--- config.mk ---
export PLATFORM = sky130hd
export DESIGN_NAME = memory
export DESIGN_NICKNAME = d
export VERILOG_FILES = /design/src/rtl/memory.sv
export SDC_FILE = /design/constraint.sdc
export NUM_CORES = 1
export LEC_CHECK = 0
export BUFFER_PORTS_ARGS = -buffer_cell sky130_fd_sc_hd__buf_2
export CAP_MARGIN = 25
export CORE_ASPECT_RATIO = 1.4
export CORE_MARGIN = 3
export CORE_UTILIZATION = 45
export CTS_CLUSTER_DIAMETER = 50
export DETAILED_ROUTE_END_ITERATION = 6
export PLACE_DENSITY = 0.77
export SLEW_MARGIN = 20
export SYNTH_ARGS = -nofsm -noshare
export SYNTH_HDL_FRONTEND = slang
export SYNTH_SLANG_ARGS = --single-unit
--- constraint.sdc ---
create_clock -name clk -period 1.8 [get_ports clk]
set_input_delay 0.18 -clock clk [delete_from_list [all_inputs] [get_ports clk]]
set_output_delay 0.18 -clock clk [all_outputs]
set_load 0.1 [all_outputs]
--- src/rtl/memory.sv ---
// MIPS memory-access stage: req/ack data-memory bus with byte-lane steering
// and load extension, a stall while an access is outstanding, and the MEM/WB register.
module memory #(
   parameter int ADDR_SIZE = 5,
   parameter int WORD_SIZE = 32
) (
   input  logic                 clk,
   input  logic                 rst,
   input  logic [WORD_SIZE-1:0] alu_data_ex_mem,
   input  logic [WORD_SIZE-1:0] mem_data_ex_mem,
   input  logic                 rd_en_ex_mem,
   input  logic [ADDR_SIZE-1:0] rd_addr_ex_mem,
   input  logic                 mem_rd_en_ex_mem,
   input  logic                 mem_wr_en_ex_mem,
   input  logic [1:0]           mem_size_ex_mem,
   input  logic                 mem_signed_ex_mem,
   output logic                 stall_mem,
   output logic                 addr_err_mem_wb,
   output logic                 dmem_req,
   output logic                 dmem_we,
   output logic [WORD_SIZE-1:0] dmem_addr,
   output logic [3:0]           dmem_be,
   output logic [WORD_SIZE-1:0] dmem_wdata,
   input  logic [WORD_SIZE-1:0] dmem_rdata,
   input  logic                 dmem_ack,
   output logic [WORD_SIZE-1:0] alu_data_mem_wb,
   output logic [WORD_SIZE-1:0] mem_data_mem_wb,
   output logic                 rd_en_mem_wb,
   output logic [ADDR_SIZE-1:0] rd_addr_mem_wb,
   output logic                 rd_data_sel_mem_wb,
   output logic                 dbg_state
);

   typedef enum logic {S_IDLE = 1'b0, S_ACCESS = 1'b1} state_t;

   state_t r_state;
   state_t w_state_next;

   logic [WORD_SIZE-1:0] r_alu;
   logic [WORD_SIZE-1:0] r_wdata;
   logic [3:0]           r_be;
   logic                 r_we;
   logic                 r_is_load;
   logic [1:0]           r_size;
   logic                 r_signed;
   logic                 r_rd_en;
   logic [ADDR_SIZE-1:0] r_rd_addr;

   logic                 w_mem_op;
   logic                 w_aligned;
   logic [3:0]           w_be;
   logic [WORD_SIZE-1:0] w_wdata;
   logic                 w_start;
   logic                 w_misaligned;
   logic                 w_in_access;
   logic [7:0]           w_byte;
   logic [15:0]          w_half;
   logic [WORD_SIZE-1:0] w_load;

   assign w_mem_op     = mem_rd_en_ex_mem | mem_wr_en_ex_mem;
   assign w_in_access  = (r_state == S_ACCESS);
   assign w_start      = (r_state == S_IDLE) & w_mem_op & w_aligned;
   assign w_misaligned = (r_state == S_IDLE) & w_mem_op & ~w_aligned;

   // Lane steering for the incoming instruction; size 3 falls into the word case.
   always_comb begin
      w_aligned = 1'b1;
      w_be      = 4'b1111;
      w_wdata   = mem_data_ex_mem;
      case (mem_size_ex_mem)
         2'b00: begin
            w_be    = 4'b1000 >> alu_data_ex_mem[1:0];
            w_wdata = {4{mem_data_ex_mem[7:0]}};
         end
         2'b01: begin
            w_aligned = ~alu_data_ex_mem[0];
            w_be      = alu_data_ex_mem[1] ? 4'b0011 : 4'b1100;
            w_wdata   = {2{mem_data_ex_mem[15:0]}};
         end
         default: begin
            w_aligned = (alu_data_ex_mem[1:0] == 2'b00);
         end
      endcase
   end

   // Load extraction from the latched offset; lane 0 is the most significant byte.
   always_comb begin
      w_byte = dmem_rdata[31:24];
      w_half = dmem_rdata[31:16];
      w_load = dmem_rdata;
      case (r_alu[1:0])
         2'b00:   w_byte = dmem_rdata[31:24];
         2'b01:   w_byte = dmem_rdata[23:16];
         2'b10:   w_byte = dmem_rdata[15:8];
         default: w_byte = dmem_rdata[7:0];
      endcase
      if (r_alu[1]) begin
         w_half = dmem_rdata[15:0];
      end
      case (r_size)
         2'b00:   w_load = {{24{r_signed & w_byte[7]}}, w_byte};
         2'b01:   w_load = {{16{r_signed & w_half[15]}}, w_half};
         default: w_load = dmem_rdata;
      endcase
   end

   always_comb begin
      w_state_next = r_state;
      case (r_state)
         S_IDLE:   if (w_start)  w_state_next = S_ACCESS;
         S_ACCESS: if (dmem_ack) w_state_next = S_IDLE;
         default:  w_state_next = S_IDLE;
      endcase
   end

   always_ff @(posedge clk) begin
      if (rst) begin
         r_state <= S_IDLE;
      end else begin
         r_state <= w_state_next;
      end
   end

   assign stall_mem  = w_start | (w_in_access & ~dmem_ack);
   assign dbg_state  = r_state;
   assign dmem_req   = w_in_access;
   assign dmem_we    = w_in_access & r_we;
   assign dmem_addr  = w_in_access ? {r_alu[WORD_SIZE-1:2], 2'b00} : '0;
   assign dmem_be    = w_in_access ? r_be : 4'b0000;
   assign dmem_wdata = w_in_access ? r_wdata : '0;

   always_ff @(posedge clk) begin
      if (rst) begin
         r_alu     <= '0;
         r_wdata   <= '0;
         r_be      <= '0;
         r_we      <= 1'b0;
         r_is_load <= 1'b0;
         r_size    <= '0;
         r_signed  <= 1'b0;
         r_rd_en   <= 1'b0;
         r_rd_addr <= '0;
      end else if (w_start) begin
         r_alu     <= alu_data_ex_mem;
         r_wdata   <= w_wdata;
         r_be      <= w_be;
         r_we      <= ~mem_rd_en_ex_mem;
         r_is_load <= mem_rd_en_ex_mem;
         r_size    <= mem_size_ex_mem;
         r_signed  <= mem_signed_ex_mem;
         r_rd_en   <= rd_en_ex_mem;
         r_rd_addr <= rd_addr_ex_mem;
      end
   end

   // MEM/WB: pass-through, error entry, completed access, or a bubble.
   always_ff @(posedge clk) begin
      if (rst) begin
         alu_data_mem_wb    <= '0;
         mem_data_mem_wb    <= '0;
         rd_en_mem_wb       <= 1'b0;
         rd_addr_mem_wb     <= '0;
         rd_data_sel_mem_wb <= 1'b0;
         addr_err_mem_wb    <= 1'b0;
      end else if (w_in_access ? dmem_ack : ~w_start) begin
         if (w_in_access) begin
            alu_data_mem_wb    <= r_alu;
            mem_data_mem_wb    <= r_is_load ? w_load : '0;
            rd_en_mem_wb       <= r_rd_en;
            rd_addr_mem_wb     <= r_rd_addr;
            rd_data_sel_mem_wb <= r_is_load;
            addr_err_mem_wb    <= 1'b0;
         end else begin
            alu_data_mem_wb    <= alu_data_ex_mem;
            mem_data_mem_wb    <= '0;
            rd_en_mem_wb       <= rd_en_ex_mem & ~w_misaligned;
            rd_addr_mem_wb     <= rd_addr_ex_mem;
            rd_data_sel_mem_wb <= 1'b0;
            addr_err_mem_wb    <= w_misaligned;
         end
      end else begin
         alu_data_mem_wb    <= '0;
         mem_data_mem_wb    <= '0;
         rd_en_mem_wb       <= 1'b0;
         rd_addr_mem_wb     <= '0;
         rd_data_sel_mem_wb <= 1'b0;
         addr_err_mem_wb    <= 1'b0;
      end
   end

endmodule

==> results of run 1 <==
cells by family (layout without fill, tap and decap cells):
family | after synthesis | in the layout | synth area share
AO/OA/AOI/OAI | 179 | 179 | 0.199
buffers and inverters | 72 | 350 | 0.0554
flip-flops | 152 | 152 | 0.496
multiplexers | 28 | 28 | 0.0475
other | 1 | 3 | 0.000611
AND/OR/NAND/NOR | 273 | 273 | 0.202
what timing repair did:
action,4_1_cts,5_1_grt
endpoints found under the setup margin,0,36
hold buffers,29,0
endpoints found under the hold margin,30,0
resized for setup,0,5
placed cells by master, fill, tap and decap left out, drive strengths merged, types with 2 or more instances in the layout:
cell type / netlist / routed
a211oi: 9 / 9
a21oi: 84 / 84
a221oi: 8 / 8
a22o: 43 / 43
a22oi: 6 / 6
a311oi: 11 / 11
and2: 67 / 67
buf: 25 / 277
clkbuf: 36 / 24
clkinv: 1 / 5
clkinvlp: 0 / 3
conb: 1 / 2
dfxtp: 152 / 152
dlygate4sd3: 0 / 29
inv: 10 / 11
mux2: 9 / 9
mux2i: 19 / 19
nand2: 165 / 165
nand2b: 2 / 2
nor2: 28 / 28
nor2b: 4 / 4
nor3: 2 / 2
o211ai: 8 / 8
o21ai: 5 / 5
or2: 2 / 2
power groups by stage:
stage | registers (W) | clock network (W) | logic, W
after floorplan | 0.00419 | 0 | 0.00104
after global placement | 0.00374 | 0 | 0.00209
after detailed placement | 0.00375 | 0 | 0.00213
after CTS | 0.00368 | 0.00357 | 0.00218
after global routing | 0.00371 | 0.00371 | 0.00232
final | 0.00368 | 0.00353 | 0.00220
layout make-up:
cell class,instances,area share
multi-input combinational,482,0.300
timing repair buffer,308,0.294
clock inverter,9,0.00923
antenna,1,0.000260
sequential,152,0.316
clock buffer,22,0.0525
tap,178,0.0231
inverter,11,0.00429
metrics by stage:
stage,cells,util
final,1163,0.734
after global routing,1162,0.734
after detailed placement,1102,0.665
after CTS,1162,0.732
after floorplan,706,-
after global placement,1102,0.665
worst min-delay path, stage by stage:
cell	delay, ns
buf_2	0.10
nand2_1	0.05
a21oi_1	0.05
state kept, by name, summed over array words and instances (netlist names):
signal / count
r_we: 1
r_is_load: 1
alu_data_mem_wb: 32
rd_data_sel_mem_wb: 1
r_size: 2
dbg_state: 1
mem_data_mem_wb: 32
r_signed: 1
rd_en_mem_wb: 1
r_rd_addr: 5
r_alu: 32
r_wdata: 32
r_be: 4
rd_addr_mem_wb: 5
r_rd_en: 1
addr_err_mem_wb: 1
how the worst max path moves through the flow:
stage	cells after the start	slack [ns]	to	from
after floorplan	7	0.003	alu_data_mem_wb[10]	dbg_state
after global placement	4	0.17	mem_data_mem_wb[10]	r_alu[1]
after detailed placement	6	0.08	r_wdata[14]	mem_size_ex_mem[1]
after CTS	3	0.02	dmem_wdata[20]	dbg_state
after global routing	5	0.01	stall_mem	dbg_state
final	5	0.08	stall_mem	dbg_state
metal layers:
layer  vias up  track usage  routed length (µm)
li1       2932            -                   -
met1      2910        0.285                7370
met2       305        0.473               10500
met3        58       0.0679                1450
met4         2        0.134                 843
met5         -            0                   7
==> out/qor.yml, run 1 <==
timing:
  rsz0062_at_grt: "false"
  setup_viol: 0
  setup_slack_ns: 0.0784
  period_minus_slack_ns: 1.72
  slew_viol_final: 0
  finalHoldViolCount: 0
  fmax_mhz: 581
  tightest_slew_ns: 0.523
  relSlewSlack: 0.654
  fin_skew_ns: 0.00700
  fin_setup_tns_ns: 0
  whs_ns: 0.00839
  min_period_over_period: 0.956
critical_path:
  crit_path_end_kind: "primary output"
  cp_max_fo: 16
  rr_worst_depth: 5
  worstSetupPathType: "flop to primary output"
  rr_startpoint: "dbg_state"
  cp_slowest_cell: "dfxtp_4"
  rrSetupSlack_ns: 0.19
  worst-path-buf-inv: 3
  cp.arrival_ns: 1.54
  timing.rr.end: "r_wdata[8]"
  crit_chain: "inv_1 -> buf_4 -> o221ai_4 -> o21ai_4 -> buf_12"
  critPathLaunchType: "flop"
  required_ns: 1.62
  crit_family: "flip-flops"
  critPathMaxStageDelay_ns: 0.46
synth:
  synth_common_cells: "nand2_1, dfxtp_1, a21oi_1"
  ys_warn_count: 0
  synthFlopType: "dfxtp_1"
  yosysSeqAreaShare: 0.496
  synthCells: 705
  yosysUniqueCellTypes: 37
  synth_area_leader_cell: "dfxtp_1"
  netlist_area_um2: 6140
  yosys_register_bits: 152
  synthMostInstantiatedCell: "nand2_1"
  synth_edf_count: 0
  synth_area_per_cell_um2: 8.71
  async_reset_ff_frac: 0
  ys_top_cells_by_area: "dfxtp_1, nand2_1, a21oi_1, and2_1, a22o_1"
  synth_top_area_frac: 0.496
route:
  drt_iter0_drc: 321
  drcViolationCount: 0
  first_pass_iters: 5
  vias_per_cell: 5.34
  vias: 6207
  post_drt_wl_per_cell_um: 17.4
  drt-total-wl_um: 20200
  ant_nets: 0
clock_network:
  cts.sinks: 152
  htree_num_levels: 4
  tritoncts: "built"
  root_buffer: "clkbuf_16"
  cts_buffer_depth: 2
  path_clk_slew_ns: 0.06
  clk_latency_ns: 0.42
  cts_made_buffers: 17
  post_cts.repair.setup_buffers: 0
global_routing:
  grt_max_degree: 51
  grt_usage: 0.262
  antenna_found_initial: 1
  grt_pass1_wl_um: 31400
  grt_pass1_vias: 6013
  grt_overflow: 0
pwr:
  combPwrFrac: 0.233
  vdd_drop_max_v: 0.000639
  swShare: 0.321
  p_sw_w: 0.00302
  p_int_w: 0.00639
  clock_power_share: 0.375
  leakagePower_nw: 4.25
  powerDensity_nw_per_um2: 978
  power_frac_seq: 0.391
  total_power_w: 0.00941
placed_design:
  numPortBuffers: 251
  place_area_um2: 8720
  dp_slack_ns: 0.0822
  place_congestion: 0.844
  dpl.hpwl_um: 14400
cells_and_area:
  area_growth_pct: 56.8
  fin_nets: 1082
  ff_latch_area_um2: 3050
  drive_above_1_share: 0.402
  num-fill-cells: 961
  multi_input_area_um2: 2890
  final_cell_area_um2: 9630
floorplanning:
  die_h_um: 144
  io_pins: 254
  die_w_um: 105
  rows: 49
  core_area_um2: 13100
  dieArea_um2: 15100
  initial_core_util: 0.468
min_path:
  hold_path.class: "primary input to flop"
  hold_path_depth: 3
  min_from: "mem_signed_ex_mem"
  min_to: "r_signed"
run:
  cap_violations: 0
status:
  status: "finished clean"
Power figures use the tool's default switching activity.
==> run 2: changes to the inputs <==
--- a/config.mk
+++ b/config.mk
@@ -12,7 +12,7 @@
 export CORE_UTILIZATION = 45
 export CTS_CLUSTER_DIAMETER = 50
 export DETAILED_ROUTE_END_ITERATION = 6
-export PLACE_DENSITY = 0.77
+export PLACE_DENSITY = 0.85
 export SLEW_MARGIN = 20
 export SYNTH_ARGS = -nofsm -noshare
 export SYNTH_HDL_FRONTEND = slang
==> run 2 against run 1 <==
Worst setup slack better by 0.014 ns. Wire length up 2.1%. Critical path depth unchanged. Sequential power about the same. Register-to-register slack worse by 0.098 ns. Largest power group is now the clock network. Clock power up 6.5%. Final cell count down 0.34%. Largest cell class unchanged.
==> out/qor.yml, run 2 (synthesized netlist as in run 1, its figures left out) <==
route:
  drcViolationCount: 0
  drt_iter0_drc: 392
  vias: 6205
  first_pass_iters: 5
  vias_per_cell: 5.35
  drt-total-wl_um: 20600
  post_drt_wl_per_cell_um: 17.8
  ant_nets: 0
timing:
  min_period_over_period: 0.949
  rsz0062_at_grt: "false"
  slew_viol_final: 0
  period_minus_slack_ns: 1.71
  finalHoldViolCount: 0
  setup_viol: 0
  fmax_mhz: 586
  fin_setup_tns_ns: 0
  fin_skew_ns: 0.0118
  relSlewSlack: 0.661
  whs_ns: 0.0127
  tightest_slew_ns: 0.512
pwr:
  power_frac_seq: 0.381
  combPwrFrac: 0.228
  vdd_drop_max_v: 0.000708
  powerDensity_nw_per_um2: 1000
  leakagePower_nw: 4.23
  p_int_w: 0.00653
  p_sw_w: 0.00309
  swShare: 0.322
  clock_power_share: 0.391
critical_path:
  cp.arrival_ns: 2.03
  critPathLaunchType: "flop"
  rr_worst_depth: 5
  cp_slowest_cell: "or3b_2"
  rrSetupSlack_ns: 0.09
  crit_start: "r_alu[0]"
  worst-path-buf-inv: 1
  crit_family: "compound AO/OA/AOI/OAI gates"
  timing.rr.end: "mem_data_mem_wb[23]"
  critPathMaxStageDelay_ns: 0.46
  crit_chain: "or3b_2 -> o32ai_2 -> o21ai_1 -> buf_4 -> a21oi_1"
  cp_max_fo: 16
  crit_path_end_kind: "flop"
  worstSetupPathType: "flop to flop"
  path_depth: 5
  required_ns: 2.13
  rr_startpoint: "r_alu[0]"
  worstSetupEndpoint: "mem_data_mem_wb[23]"
clock_network:
  cts.sinks: 152
  clk_latency_ns: 0.41
  post_cts.repair.setup_buffers: 0
  htree_num_levels: 4
  cts_made_buffers: 17
  tritoncts: "built"
  cts_buffer_depth: 2
  path_clk_slew_ns: 0.07
  root_buffer: "clkbuf_16"
cells_and_area:
  multi_input_area_um2: 2900
  ff_latch_area_um2: 3050
  layout_common_cells: "buf_2, nand2_1, dfxtp_1, a21oi_1, buf_12"
  area_growth_pct: 56.2
  mostFrequentLayoutCell: "buf_2"
  drive_above_1_share: 0.403
  stdcell_count: 1159
  num-fill-cells: 958
  fin_nets: 1077
placed_design:
  dpl.hpwl_um: 14600
  place_congestion: 0.861
  numPortBuffers: 251
  placed_cells: 1101
status:
  status: "finished clean"
global_routing:
  grt_max_degree: 66
  grt_pass1_vias: 6178
  grt_usage: 0.267
  antenna_found_initial: 1
  grt_overflow: 0
  grt_pass1_wl_um: 32000
run:
  cap_violations: 0
floorplanning:
  dieArea_um2: 15100
  io_pins: 254
  initial_core_util: 0.468
  die_h_um: 144
  die_w_um: 105
  rows: 49
  core_area_um2: 13100
min_path:
  hold_path.class: "primary input to flop"
-- run 2: what timing repair did --
item / in CTS / in global routing
setup endpoints to repair: 0 / 7
endpoints found under the hold margin: 28 / 0
hold buffers: 25 / 0
resized for setup: 0 / 1
-- run 2: stage by stage --
step / utilization / power (W) / area [µm²] / worst slack [ns]
after global placement: 0.664 / 0.00582 / 8710 / 0.195
final: 0.731 / 0.00962 / 9590 / 0.0921
after global routing: 0.731 / 0.00997 / 9590 / 0.0122
after floorplan: - / 0.00522 / 6260 / 0.00339
after CTS: 0.730 / 0.00964 / 9580 / 0.0358
after detailed placement: 0.664 / 0.00587 / 8710 / 0.0440
-- run 2: layout make-up --
cell class | count | area share
Clock buffer | 20 | 0.0476
Timing Repair Buffer | 303 | 0.287
Antenna cell | 1 | 0.000261
Tap cell | 178 | 0.0232
Multi-Input combinational cell | 482 | 0.302
Inverter | 11 | 0.00431
Sequential cell | 152 | 0.318
Clock inverter | 12 | 0.0171
-- run 2: power by group through the flow --
stage / clock network, W / logic [W] / registers [W]
finish: 0.00376 / 0.00219 / 0.00367
global route: 0.00396 / 0.00231 / 0.00369
CTS: 0.00379 / 0.00219 / 0.00367
detailed placement: 0 / 0.00213 / 0.00374
global placement: 0 / 0.00209 / 0.00373
floorplan: 0 / 0.00104 / 0.00419
-- run 2: worst min-delay path by stage --
stage / to / cells past startpoint / start / slack [ns]
2_1_floorplan: alu_data_mem_wb[10] / 1 / alu_data_ex_mem[10] / 0.31
3_3_place_gp: rd_addr_mem_wb[0] / 2 / rd_addr_ex_mem[0] / 0.41
3_5_place_dp: alu_data_mem_wb[10] / 2 / alu_data_ex_mem[10] / 0.42
4_1_cts: alu_data_mem_wb[12] / 2 / alu_data_ex_mem[12] / 0.001
5_1_grt: alu_data_mem_wb[12] / 2 / alu_data_ex_mem[12] / 0.0007
6_report: alu_data_mem_wb[12] / 2 / alu_data_ex_mem[12] / 0.01
-- run 2: routing by layer --
layer / global-route usage / routed length [µm] / up-vias
met5: 0 / 0 / -
met4: 0.122 / 832 / 0
met3: 0.0688 / 1340 / 57
met2: 0.494 / 10900 / 302
met1: 0.286 / 7600 / 2912
li1: - / - / 2934
